--- src/rtl/spi_serial_tx_if.sv ---
// Handshake and SPI pin bundle for spi_serial_tx.
// slave = transmitter side, master = the block feeding words to it.
interface spi_serial_tx_if #(
    parameter int DATA_W = 33
);
    logic [DATA_W-1:0] tx_data;
    logic              tx_valid;
    logic              tx_ready;
    logic              spi_clk;
    logic              spi_cs;
    logic              spi_out;
    logic              busy;
    logic              frame_done;

    modport master (
        output tx_data, tx_valid,
        input  tx_ready, spi_clk, spi_cs, spi_out, busy, frame_done
    );

    modport slave (
        input  tx_data, tx_valid,
        output tx_ready, spi_clk, spi_cs, spi_out, busy, frame_done
    );
endinterface

--- src/rtl/spi_serial_tx.sv ---
// SPI master transmitter: one DATA_W-bit word per chip-select frame,
// MSB first, spi_clk derived from clk by a half-period counter.
module spi_serial_tx #(
    parameter int DATA_W   = 33,
    parameter int CLK_DIV  = 4,
    parameter int CS_SETUP = 4,
    parameter int CS_HOLD  = 4,
    parameter int CS_IDLE  = 8
) (
    input logic            clk,
    input logic            rst_n,
    spi_serial_tx_if.slave bus
);

    localparam int MAX_A = (CLK_DIV > CS_SETUP) ? CLK_DIV : CS_SETUP;
    localparam int MAX_B = (CS_HOLD > CS_IDLE) ? CS_HOLD : CS_IDLE;
    localparam int MAXC  = (MAX_A > MAX_B) ? MAX_A : MAX_B;
    localparam int CW    = $clog2(MAXC + 1);
    localparam int BW    = $clog2(DATA_W + 1);

    localparam logic [CW-1:0] SETUP_LD = CW'(CS_SETUP - 1);
    localparam logic [CW-1:0] DIV_LD   = CW'(CLK_DIV - 1);
    localparam logic [CW-1:0] HOLD_LD  = CW'(CS_HOLD - 1);
    localparam logic [CW-1:0] IDLE_LD  = CW'(CS_IDLE - 1);
    localparam logic [BW-1:0] BITS     = BW'(DATA_W);

    typedef enum logic [2:0] {
        IDLE,
        SETUP,
        HIGH,
        LOW,
        HOLD,
        GAP
    } state_t;

    state_t            state_q, state_d;
    logic [CW-1:0]     cnt_q, cnt_d;
    logic [BW-1:0]     bit_cnt_q, bit_cnt_d;
    logic [DATA_W-1:0] shift_q, shift_d;
    logic              spi_clk_q, spi_clk_d;
    logic              spi_cs_q, spi_cs_d;
    logic              spi_out_q, spi_out_d;
    logic              ready_q, ready_d;
    logic              busy_q, busy_d;
    logic              done_q, done_d;
    logic              go_high;

    // Next-state and next-output logic; every output is set for the
    // state being entered so the pins come straight from flops.
    always_comb begin
        state_d   = state_q;
        cnt_d     = cnt_q;
        bit_cnt_d = bit_cnt_q;
        shift_d   = shift_q;
        spi_clk_d = spi_clk_q;
        spi_cs_d  = spi_cs_q;
        spi_out_d = spi_out_q;
        ready_d   = ready_q;
        busy_d    = busy_q;
        done_d    = 1'b0;
        go_high   = 1'b0;

        unique case (state_q)
            IDLE: begin
                if (bus.tx_valid && ready_q) begin
                    state_d   = SETUP;
                    cnt_d     = SETUP_LD;
                    shift_d   = bus.tx_data;
                    bit_cnt_d = BITS;
                    spi_cs_d  = 1'b0;
                    spi_clk_d = 1'b0;
                    spi_out_d = 1'b0;
                    ready_d   = 1'b0;
                    busy_d    = 1'b1;
                end
            end
            SETUP: begin
                if (cnt_q == '0) go_high = 1'b1;
                else             cnt_d   = cnt_q - 1'b1;
            end
            HIGH: begin
                if (cnt_q == '0) begin
                    state_d   = LOW;
                    cnt_d     = DIV_LD;
                    spi_clk_d = 1'b0;
                end else begin
                    cnt_d = cnt_q - 1'b1;
                end
            end
            LOW: begin
                if (cnt_q == '0) begin
                    if (bit_cnt_q != '0) begin
                        go_high = 1'b1;
                    end else begin
                        state_d = HOLD;
                        cnt_d   = HOLD_LD;
                    end
                end else begin
                    cnt_d = cnt_q - 1'b1;
                end
            end
            HOLD: begin
                if (cnt_q == '0) begin
                    state_d   = GAP;
                    cnt_d     = IDLE_LD;
                    spi_cs_d  = 1'b1;
                    spi_out_d = 1'b0;
                    done_d    = 1'b1;
                end else begin
                    cnt_d = cnt_q - 1'b1;
                end
            end
            GAP: begin
                if (cnt_q == '0) begin
                    state_d = IDLE;
                    ready_d = 1'b1;
                    busy_d  = 1'b0;
                end else begin
                    cnt_d = cnt_q - 1'b1;
                end
            end
            default: state_d = IDLE;
        endcase

        // Rising half: present the next MSB and consume it.
        if (go_high) begin
            state_d   = HIGH;
            cnt_d     = DIV_LD;
            spi_clk_d = 1'b1;
            spi_out_d = shift_q[DATA_W-1];
            shift_d   = {shift_q[DATA_W-2:0], 1'b0};
            bit_cnt_d = bit_cnt_q - 1'b1;
        end
    end

    // State, counters and output flops; reset drops the frame at once.
    always_ff @(posedge clk or negedge rst_n) begin
        if (!rst_n) begin
            state_q   <= IDLE;
            cnt_q     <= '0;
            bit_cnt_q <= '0;
            shift_q   <= '0;
            spi_clk_q <= 1'b0;
            spi_cs_q  <= 1'b1;
            spi_out_q <= 1'b0;
            ready_q   <= 1'b1;
            busy_q    <= 1'b0;
            done_q    <= 1'b0;
        end else begin
            state_q   <= state_d;
            cnt_q     <= cnt_d;
            bit_cnt_q <= bit_cnt_d;
            shift_q   <= shift_d;
            spi_clk_q <= spi_clk_d;
            spi_cs_q  <= spi_cs_d;
            spi_out_q <= spi_out_d;
            ready_q   <= ready_d;
            busy_q    <= busy_d;
            done_q    <= done_d;
        end
    end

    assign bus.tx_ready   = ready_q;
    assign bus.spi_clk    = spi_clk_q;
    assign bus.spi_cs     = spi_cs_q;
    assign bus.spi_out    = spi_out_q;
    assign bus.busy       = busy_q;
    assign bus.frame_done = done_q;

endmodule

--- src/flat_wrapper.sv ---
// flat-port wrapper written by rule: the top's interface ports become plain ports
module spi_serial_tx_flat 
#(
    parameter int DATA_W   = 33,
    parameter int CLK_DIV  = 4,
    parameter int CS_SETUP = 4,
    parameter int CS_HOLD  = 4,
    parameter int CS_IDLE  = 8
)
  (clk, rst_n, bus_tx_data, bus_tx_valid, bus_tx_ready, bus_spi_clk, bus_spi_cs, bus_spi_out, bus_busy, bus_frame_done);
  spi_serial_tx_if #(.DATA_W(DATA_W)) bus_i ();
  input logic clk;
  input logic rst_n;
  input wire logic [$bits(bus_i.tx_data)-1:0] bus_tx_data;
  input wire logic [$bits(bus_i.tx_valid)-1:0] bus_tx_valid;
  output wire logic [$bits(bus_i.tx_ready)-1:0] bus_tx_ready;
  output wire logic [$bits(bus_i.spi_clk)-1:0] bus_spi_clk;
  output wire logic [$bits(bus_i.spi_cs)-1:0] bus_spi_cs;
  output wire logic [$bits(bus_i.spi_out)-1:0] bus_spi_out;
  output wire logic [$bits(bus_i.busy)-1:0] bus_busy;
  output wire logic [$bits(bus_i.frame_done)-1:0] bus_frame_done;
  assign bus_i.tx_data = bus_tx_data;
  assign bus_i.tx_valid = bus_tx_valid;
  assign bus_tx_ready = bus_i.tx_ready;
  assign bus_spi_clk = bus_i.spi_clk;
  assign bus_spi_cs = bus_i.spi_cs;
  assign bus_spi_out = bus_i.spi_out;
  assign bus_busy = bus_i.busy;
  assign bus_frame_done = bus_i.frame_done;
  spi_serial_tx #(.DATA_W(DATA_W), .CLK_DIV(CLK_DIV), .CS_SETUP(CS_SETUP), .CS_HOLD(CS_HOLD), .CS_IDLE(CS_IDLE)) u_core (.clk(clk), .rst_n(rst_n), .bus(bus_i));
endmodule
--- config.mk ---
export PLATFORM = sky130hd
export DESIGN_NAME = spi_serial_tx_flat
export DESIGN_NICKNAME = d
export VERILOG_FILES = /design/src/rtl/spi_serial_tx_if.sv /design/src/rtl/spi_serial_tx.sv /design/src/flat_wrapper.sv
export SDC_FILE = /design/constraint.sdc
export NUM_CORES = 1
export LEC_CHECK = 0
export ABC_AREA = 1
export CORE_ASPECT_RATIO = 0.5
export CORE_MARGIN = 4
export CORE_UTILIZATION = 53
export CTS_CLUSTER_DIAMETER = 200
export DETAILED_ROUTE_END_ITERATION = 16
export PLACE_DENSITY = 0.9
export SYNTH_ARGS = -nofsm -noshare
export SYNTH_HDL_FRONTEND = slang
export SYNTH_SLANG_ARGS = --single-unit
--- constraint.sdc ---
create_clock -name clk -period 2.1 [get_ports clk]
set_input_delay 0.21 -clock clk [delete_from_list [all_inputs] [get_ports clk]]
set_output_delay 0.21 -clock clk [all_outputs]
set_load 0.05 [all_outputs]
* After elaboration in Yosys (flattened, before gate mapping)
Cells that the tools add are included.
** Word-level totals
- Register bits after elaboration :: 52
- Output and inout port bits :: 6
- Logic and storage cells :: 86
** Cells by class
- Add/subtract/negate cells :: 2
- Equal/unequal tests :: 17
- Muxes and demuxes :: 38
- Reductions and logical operators :: 19
** Operators by type and width (number)
- 33-bit 2-to-1 mux :: 3
- 4-bit 2-to-1 mux :: 7
- 3-bit 2-to-1 mux :: 7
- 4-bit case mux with 5 select lines :: 1
- 6-bit 2-to-1 mux :: 3
- 3-bit case mux with 6 select lines :: 1
- 3-bit by 1-bit inequality test with 1-bit output, second input constant :: 5
- 1-bit case mux with 2 select lines :: 6
- 3-bit AND reduction :: 4
- 6-bit nonzero test :: 2
- 1-bit 2-to-1 mux :: 10
- 2-bit by 1-bit inequality test with 1-bit output, second input constant :: 4
- 2-bit nonzero test :: 4
- 7-bit AND reduction :: 1
- 3-bit by 2-bit equality test with 1-bit output, second input constant :: 2
- 3-bit equality test, second input constant :: 2
- 3-bit by 2-bit inequality test with 1-bit output, second input constant :: 2
- 3-bit nonzero test :: 2
- 6-bit by 1-bit subtractor with 6-bit output, second input constant :: 1
- 4-bit logical NOT :: 1
- 4-bit by 3-bit inequality test with 1-bit output, second input constant :: 1
- 4-bit AND reduction :: 1
- 4-bit by 1-bit subtractor with 4-bit output, second input constant :: 1
- 3-bit by 1-bit equality test with 1-bit output, second input constant :: 1
- other kinds (4) :: 4

* Depth between registers and ports, before layout
Gate-level depths: netlist of run 1.
- Depth after elaboration :: 6
- Gate-level depth with buffers :: 11

* Worst setup path before layout of run 1
Ideal clock, no wire load.
- Path type :: reg-to-reg
- Start :: register u_core.bit_cnt_q[0]
- End :: register u_core.shift_q[2]
- Setup time :: 0.124 ns
- Arrival time :: 1.562 ns
- Data required time :: 1.976 ns
- Path slack :: 0.414 ns
- Cell stages (with the launch flop) :: 12
- Buffers on the path :: 2
- Path through :: dfrtp_1 inv_1 ha_1 inv_1 nor2_1 nand4_1 nand2_4 inv_2 buf_6 buf_6 nand2_1 nand3_1
** Between the ends
- Cells in the longest elaborated chain, start to end :: 6
** RTL lines
- start: declaration :: RTL line spi_serial_tx.sv:38 : logic [BW-1:0] bit_cnt_q, bit_cnt_d;
- start signal: assignment :: RTL line spi_serial_tx.sv:152 : bit_cnt_q <= bit_cnt_d;
- 6-bit nonzero test * :: RTL line spi_serial_tx.sv:92 : if (bit_cnt_q != '0) begin
- 1-bit 2-to-1 mux * :: RTL line spi_serial_tx.sv:92
- 1-bit 2-to-1 mux * :: RTL line spi_serial_tx.sv:91 : if (cnt_q == '0) begin
- 1-bit case mux with 2 select lines * :: RTL line spi_serial_tx.sv:63 : unique case (state_q)
- 2-bit nonzero test (no source line)
- 2-bit AND reduction (no source line)
- end signal: assignment :: RTL line spi_serial_tx.sv:153 : shift_q <= shift_d;
- end: declaration :: RTL line spi_serial_tx.sv:39 : logic [DATA_W-1:0] shift_q, shift_d;
Every way passes the cells marked *; elsewhere a longest branch is shown, timed or not.
A chain may end at the register's enable or synchronous reset.

* Worst setup path after layout of run 1
- Start :: register u_core.bit_cnt_q[0]
- End :: register u_core.bit_cnt_q[2]
** Between the ends
- Cells in the longest elaborated chain, start to end :: 6
** RTL lines (RTL line)
- 6-bit nonzero test :: spi_serial_tx.sv:92
- 1-bit 2-to-1 mux :: spi_serial_tx.sv:92
- 1-bit 2-to-1 mux :: spi_serial_tx.sv:91
- 1-bit case mux with 2 select lines :: spi_serial_tx.sv:63
- 2-bit nonzero test (no source line)
- 2-bit AND reduction (no source line)
Several ways; a longest one is shown, not always the timed one.

==> reports/metrics.cfg, run 1 <==
[routing]
routed_wl_um = 5800
top_layer_used = met4
vias = 2265
drcViolationCount = 0
first_pass_iters = 5
via_per_inst = 5.24
wl_per_cell_um = 13.4
wl_met3_um = 255
drtAntennaViolNets = 0
drtIter0Drc = 185
wl_met1_um = 2440
wl_met2_um = 3000

[sta]
hold_violations = 0
tightest_slew_ns = 0.648
fin_crit_sh = 0.919
clock_skew_ns = 0.00785
max_freq_mhz = 518
fin_setup_tns_ns = 0
slew-limit-headroom = 0.568
worst_slack_ns = 0.171
rsz0062_at_grt = false
min_period_ns = 1.93
setup_viol = 0
drv_slew = 0

[die]
row_count = 17
die_x_um = 106
fp.coreArea_mm2 = 0.00453
initial_core_util = 0.566
io_pins = 42
dieArea_mm2 = 0.00608
die_y_um = 57.2

[cts]
cts.htree.levels = 2
cts_tree = yes
clock_sinks = 52
postCtsSetupRepairBufs = 0
ctsLongestPathBuffers = 2
numCtsBuffers = 5
cts-root-buf = clkbuf_8
path_clk_slew_ns = 0.09
clock_latency_ns = 0.31

[setup_path]
critPathRequiredTime_ns = 2.28
reg2reg_depth = 9
r2r-start = u_core.bit_cnt_q[0]
cp-end-kind = register
crit_fanout = 38
cp_data_arrival_time_ns = 2.11
r2r-end = u_core.bit_cnt_q[2]
start_kind = register
r2r_slack_ns = 0.17
path_class = register to register

[grt]
grt_pass1_vias = 2174
overflow = 0
grt_max_degree = 53
grt_util_all_layers = 0.205
grt_antenna_before_repair = 0
grt_pass1_wl_um = 9920

[yosys]
synth_area_mm2 = 0.00256
async_reset_ff_frac = 1.00
synth_flop_cell = dfrtp_1
yosys_warnings = 0
ys_ff_latch = 52
synthesis.instances = 326
synth_edf_count = 0
syn_avg_cell_area_um2 = 7.86
ys_types = 28
synth_nets = 364
synth-seq-area-share = 0.509

[power_and_ir_drop]
irDropWorstVdd_mv = 0.291
p_leak_uw = 0.00146
power_density_mw_per_mm2 = 542

[cells_and_area]
final.fill_count = 339
layout.nets = 403
layout_common_cells = nand2_1 (142), dfrtp_1 (50), nand3_1 (41)
areaGrowthSynthToFinish_pct = 20.6
multi_input_area_mm2 = 0.00106
layout-drive-gt1-share = 0.0656
mostFrequentLayoutCell = nand2_1
diodes = 0
seq_area_mm2 = 0.00130
utilization = 0.682

[flow_run]
drv_cap = 0

[place]
pre_cts_slack_ns = 0.0987
io_buffers = 41
routabilityCongestion = 0.874
place_hpwl_um = 4090

[worst_hold_path]
hp-class = primary input to async pin

[run_status]
status = complete, no violations

## cells in the mapped netlist (2+ instances only)
cell type	number	area share
a21oi_1	3	0.0059
buf_2	6	0.012
buf_6	4	0.018
dfrtp_1	50	0.49
dfstp_2	2	0.021
ha_1	2	0.0098
inv_1	22	0.032
inv_2	3	0.0044
nand2_1	142	0.21
nand2_4	2	0.0088
nand3_1	41	0.080
nand4_1	6	0.015
nor2_1	11	0.016
nor2_2	2	0.0049
o21ai_0	16	0.031
o22ai_1	2	0.0049
## layout make-up
type | instances | area share
timing repair buffer | 44 | 0.143
multi-input combinational | 236 | 0.343
sequential | 52 | 0.422
clock inverter | 1 | 0.00243
tap | 66 | 0.0267
inverter | 26 | 0.0348
clock buffer | 7 | 0.0279
## how the worst max path moves through the flow
| stage | slack (ns) | cells after the start | start | end |
|---|---|---|---|---|
| 6_report | 0.17 | 9 | u_core.bit_cnt_q[0] | u_core.bit_cnt_q[2] |
| 5_1_grt | 0.007 | 9 | u_core.bit_cnt_q[0] | u_core.bit_cnt_q[2] |
| 4_1_cts | 0.06 | 9 | u_core.bit_cnt_q[0] | u_core.bit_cnt_q[2] |
| 3_5_place_dp | 0.1 | 9 | u_core.bit_cnt_q[0] | u_core.state_q[1] |
| 3_3_place_gp | 0.20 | 9 | u_core.cnt_q[0] | u_core.bit_cnt_q[5] |
| 2_1_floorplan | 0.41 | 11 | u_core.bit_cnt_q[0] | u_core.shift_q[2] |
## critical path, cell delays in order, from the launching register on
cell and delay [ns]:
dfrtp_1 0.39, inv_1 0.13, ha_1 0.19, inv_1 0.05, nor2_1 0.20, nand4_1 0.21
nand2_4 0.20, inv_4 0.17, o21ai_0 0.13, o21ai_0 0.13
## metrics by stage
stage          area [um2]  hold WS, ns  total power [uW]  std cells
6_report             3090      0.00741              1670        432
5_1_grt              3090       0.0555              1740        432
3_5_place_dp         2990        0.358              1110        424
2_1_floorplan        2560      -0.0856              1020        326
4_1_cts              3080       0.0248              1690        432
3_3_place_gp         2990        0.350              1110        424
## logic make-up (layout without fill, tap and decap cells)
family                   after synthesis  in the layout  synth area share
AND/OR/NAND/NOR                      207            207             0.344
flip-flops                            52             52             0.509
buffers and inverters                 38             78            0.0771
AO/OA/AOI/OAI                         26             26            0.0571
adder cells (fa/ha/maj)                2              2           0.00976
XOR/XNOR                               1              1           0.00342
## report_power, final
part / internal [uW] / switching, uW
clock network: 268 / 320
logic: 56.7 / 28.4
registers: 1000 / 0
total: 1330 / 348
## what timing repair did
action                                  4_1_cts  5_1_grt
hold endpoints to repair                      0        0
resized for setup                             0        4
hold buffers                                  0        0
endpoints found under the setup margin        0       37
## layer usage
metal / global-route usage / up-vias
li1: - / 1109
met1: 0.255 / 1084
met2: 0.363 / 62
met3: 0.0520 / 10
met4: 0.0480 / 0
met5: 0 / -
## state kept, by name (all words and copies together) (netlist names)
name / flops
u_core.bus.spi_out: 1
u_core.bit_cnt_q: 6
u_core.bus.spi_cs: 1
u_core.bus.frame_done: 1
u_core.bus.tx_ready: 1
u_core.shift_q: 33
u_core.bus.spi_clk: 1
u_core.bus.busy: 1
u_core.state_q: 3
u_core.cnt_q: 4
No activity file was read; power rests on OpenSTA's default activity.
==> run 2: changes to the inputs <==
- ABC_CLOCK_PERIOD_IN_PS: default -> 2100
- REMOVE_ABC_BUFFERS: default -> 1
- TNS_END_PERCENT: default -> 30
==> reports/metrics.cfg, run 2 (same netlist as run 1, synthesis figures left out) <==
[cts]
clock_latency_ns = 0.30  ; about the same
cts_tree = yes
path_clk_slew_ns = 0.09  ; about the same
cts-root-buf = clkbuf_8
cts.htree.levels = 2  ; unchanged
postCtsSetupRepairBufs = 0  ; unchanged
numCtsBuffers = 5  ; unchanged
clock_sinks = 52  ; unchanged
ctsLongestPathBuffers = 2  ; unchanged

[setup_path]
critPathRequiredTime_ns = 1.89  ; -0.39 ns
path_delay_family = buffers and inverters
path_cells = clkdlybuf4s50_1
cp-end-kind = primary output
start_kind = register
slowest_stage = clkdlybuf4s50_1
path_class = register to primary output
max_stage_delay_ns = 0.81  ; +0.42 ns
path_buf_inv = 1  ; -2
crit_fanout = 2  ; -95%
cp_data_arrival_time_ns = 1.66  ; -0.45 ns

[power_and_ir_drop]
pwr-share-seq = 0.615  ; +0.017
p_comb_frac = 0.054  ; +0.003
power_density_mw_per_mm2 = 526  ; -2.9%
p_leak_uw = 0.00147  ; +0.72%
finalPower_uw = 1630  ; -2.8%
power.internal_uw = 1290  ; -2.4%
clkPwrFrac = 0.331  ; -0.020
irDropWorstVdd_mv = 0.292  ; +0.43%
sw_frac_of_total = 0.204  ; -0.00373
p_sw_uw = 332  ; -4.6%

[sta]
slew-limit-headroom = 0.545  ; -0.0234
worst_slack_ns = 0.234  ; +0.0632 ns
max_freq_mhz = 536  ; +3.4%
min_period_ns = 1.87  ; -0.0632 ns
clock_skew_ns = 0.00778  ; -0.0000683 ns
rsz0062_at_grt = false
drv_slew = 0  ; unchanged
fin_crit_sh = 0.888  ; -0.0301
hold_violations = 0  ; unchanged
tightest_slew_ns = 0.683  ; +0.0352 ns
setup_viol = 0  ; unchanged
fin_setup_tns_ns = 0  ; unchanged

[grt]
grt_util_all_layers = 0.193  ; -0.0119
met2_usage = 0.339  ; -0.0234
grt_use_met1 = 0.234  ; -0.0216
overflow = 0  ; unchanged
grt_pass1_wl_um = 9520  ; -4.0%
met3_usage = 0.0429  ; -0.00904
grt_max_degree = 39  ; -26%
grt_busiest_layer = met2
grt_pass1_vias = 2226  ; +2.4%
grt_antenna_before_repair = 0  ; unchanged

[routing]
first_pass_iters = 4  ; -1
via_per_inst = 5.16  ; -1.6%
wl_per_cell_um = 12.5  ; -6.9%
vias = 2244  ; -0.93%
drcViolationCount = 0  ; unchanged
routed_wl_um = 5440  ; -6.3%
drtIter0Drc = 118  ; -36%
drtAntennaViolNets = 0  ; unchanged

[die]
dieArea_mm2 = 0.00608  ; unchanged
die_y_um = 57.2  ; unchanged
row_count = 17  ; unchanged
initial_core_util = 0.566  ; unchanged
die_x_um = 106  ; unchanged
fp.coreArea_mm2 = 0.00453  ; unchanged
io_pins = 42  ; unchanged

[cells_and_area]
regMostFlops = u_core.shift_q
areaGrowthSynthToFinish_pct = 20.7  ; about the same
multi_input_area_mm2 = 0.00106  ; +0.24%
mostFrequentLayoutCell = nand2_1
utilization = 0.682  ; about the same
biggestRegsByFlops = u_core.shift_q (33), u_core.bit_cnt_q (6), u_core.cnt_q (4)
layout.nets = 406  ; +0.74%
layout_common_cells = nand2_1 (142), dfrtp_1 (50), nand3_1 (41)
layout-drive-gt1-share = 0.0705  ; +0.00489
diodes = 0  ; unchanged
seq_area_mm2 = 0.00130  ; unchanged
fin_area_mm2 = 0.00309  ; about the same
largest_register_ffs = 33  ; unchanged
final.fill_count = 356  ; +5.0%

[place]
place_hpwl_um = 3960  ; -3.1%
dpl_cell_area_mm2 = 0.00299  ; about the same
io_buffers = 41  ; unchanged
pre_cts_slack_ns = 0.100  ; +0.00161 ns
routabilityCongestion = 0.926  ; +5.9%

[worst_hold_path]
hp-class = primary input to register

[flow_run]
drv_cap = 0  ; unchanged

[run_status]
status = complete, no violations

-- run 2: final cells by class --
type                            instances  share of cell area
Clock buffer                            7              0.0247
Inverter                               26              0.0348
Sequential cell                        52               0.422
Clock inverter                          1             0.00162
Multi-Input combinational cell        236               0.344
Timing Repair Buffer                   47               0.146
Tap cell                               66              0.0267
-- run 2: final timing paths --
kind	end	start	cells after the start	slack [ns]
max	bus_spi_cs	u_core.bus.spi_cs	1	0.23
min	u_core.shift_q[23]	bus_tx_data[23]	3	0.47
max reg2reg	u_core.shift_q[1]	u_core.bit_cnt_q[0]	10	0.27
min reg2reg	u_core.shift_q[3]	u_core.shift_q[3]	2	0.49
max in group asynchronous	u_core.bus.tx_ready	rst_n	3	0.91
min in group asynchronous	u_core.shift_q[29]	rst_n	2	0.51
-- run 2: stage by stage --
| step | cells | hold slack, ns |
|---|---|---|
| finish | 435 | 0.472 |
| global placement | 426 | 0.272 |
| floorplan | 314 | -0.0856 |
| detailed placement | 426 | 0.291 |
| global route | 435 | 0.479 |
| CTS | 435 | 0.467 |
-- run 2: power groups by stage --
| stage | logic, uW | clock network, uW | registers (uW) |
|---|---|---|---|
| after global routing | 96.5 | 602 | 1000 |
| after floorplan | 1.09 | 0 | 1020 |
| after detailed placement | 87.8 | 0 | 1020 |
| after global placement | 86.4 | 0 | 1020 |
| after CTS | 89.8 | 553 | 1000 |
| final | 87.8 | 538 | 1000 |
-- run 2: what timing repair did --
item                                   in CTS  in global routing
setup endpoints to repair                   0                 39
endpoints found under the hold margin      30                  0
hold buffers                                1                  0
gates resized for setup                     0                  5
-- run 2: per-layer routing --
metal / part of all wire / vias up
met4: 0.017 / 0
met3: 0.046 / 11
met5: 0 / -
met2: 0.51 / 60
li1: - / 1117
met1: 0.43 / 1056
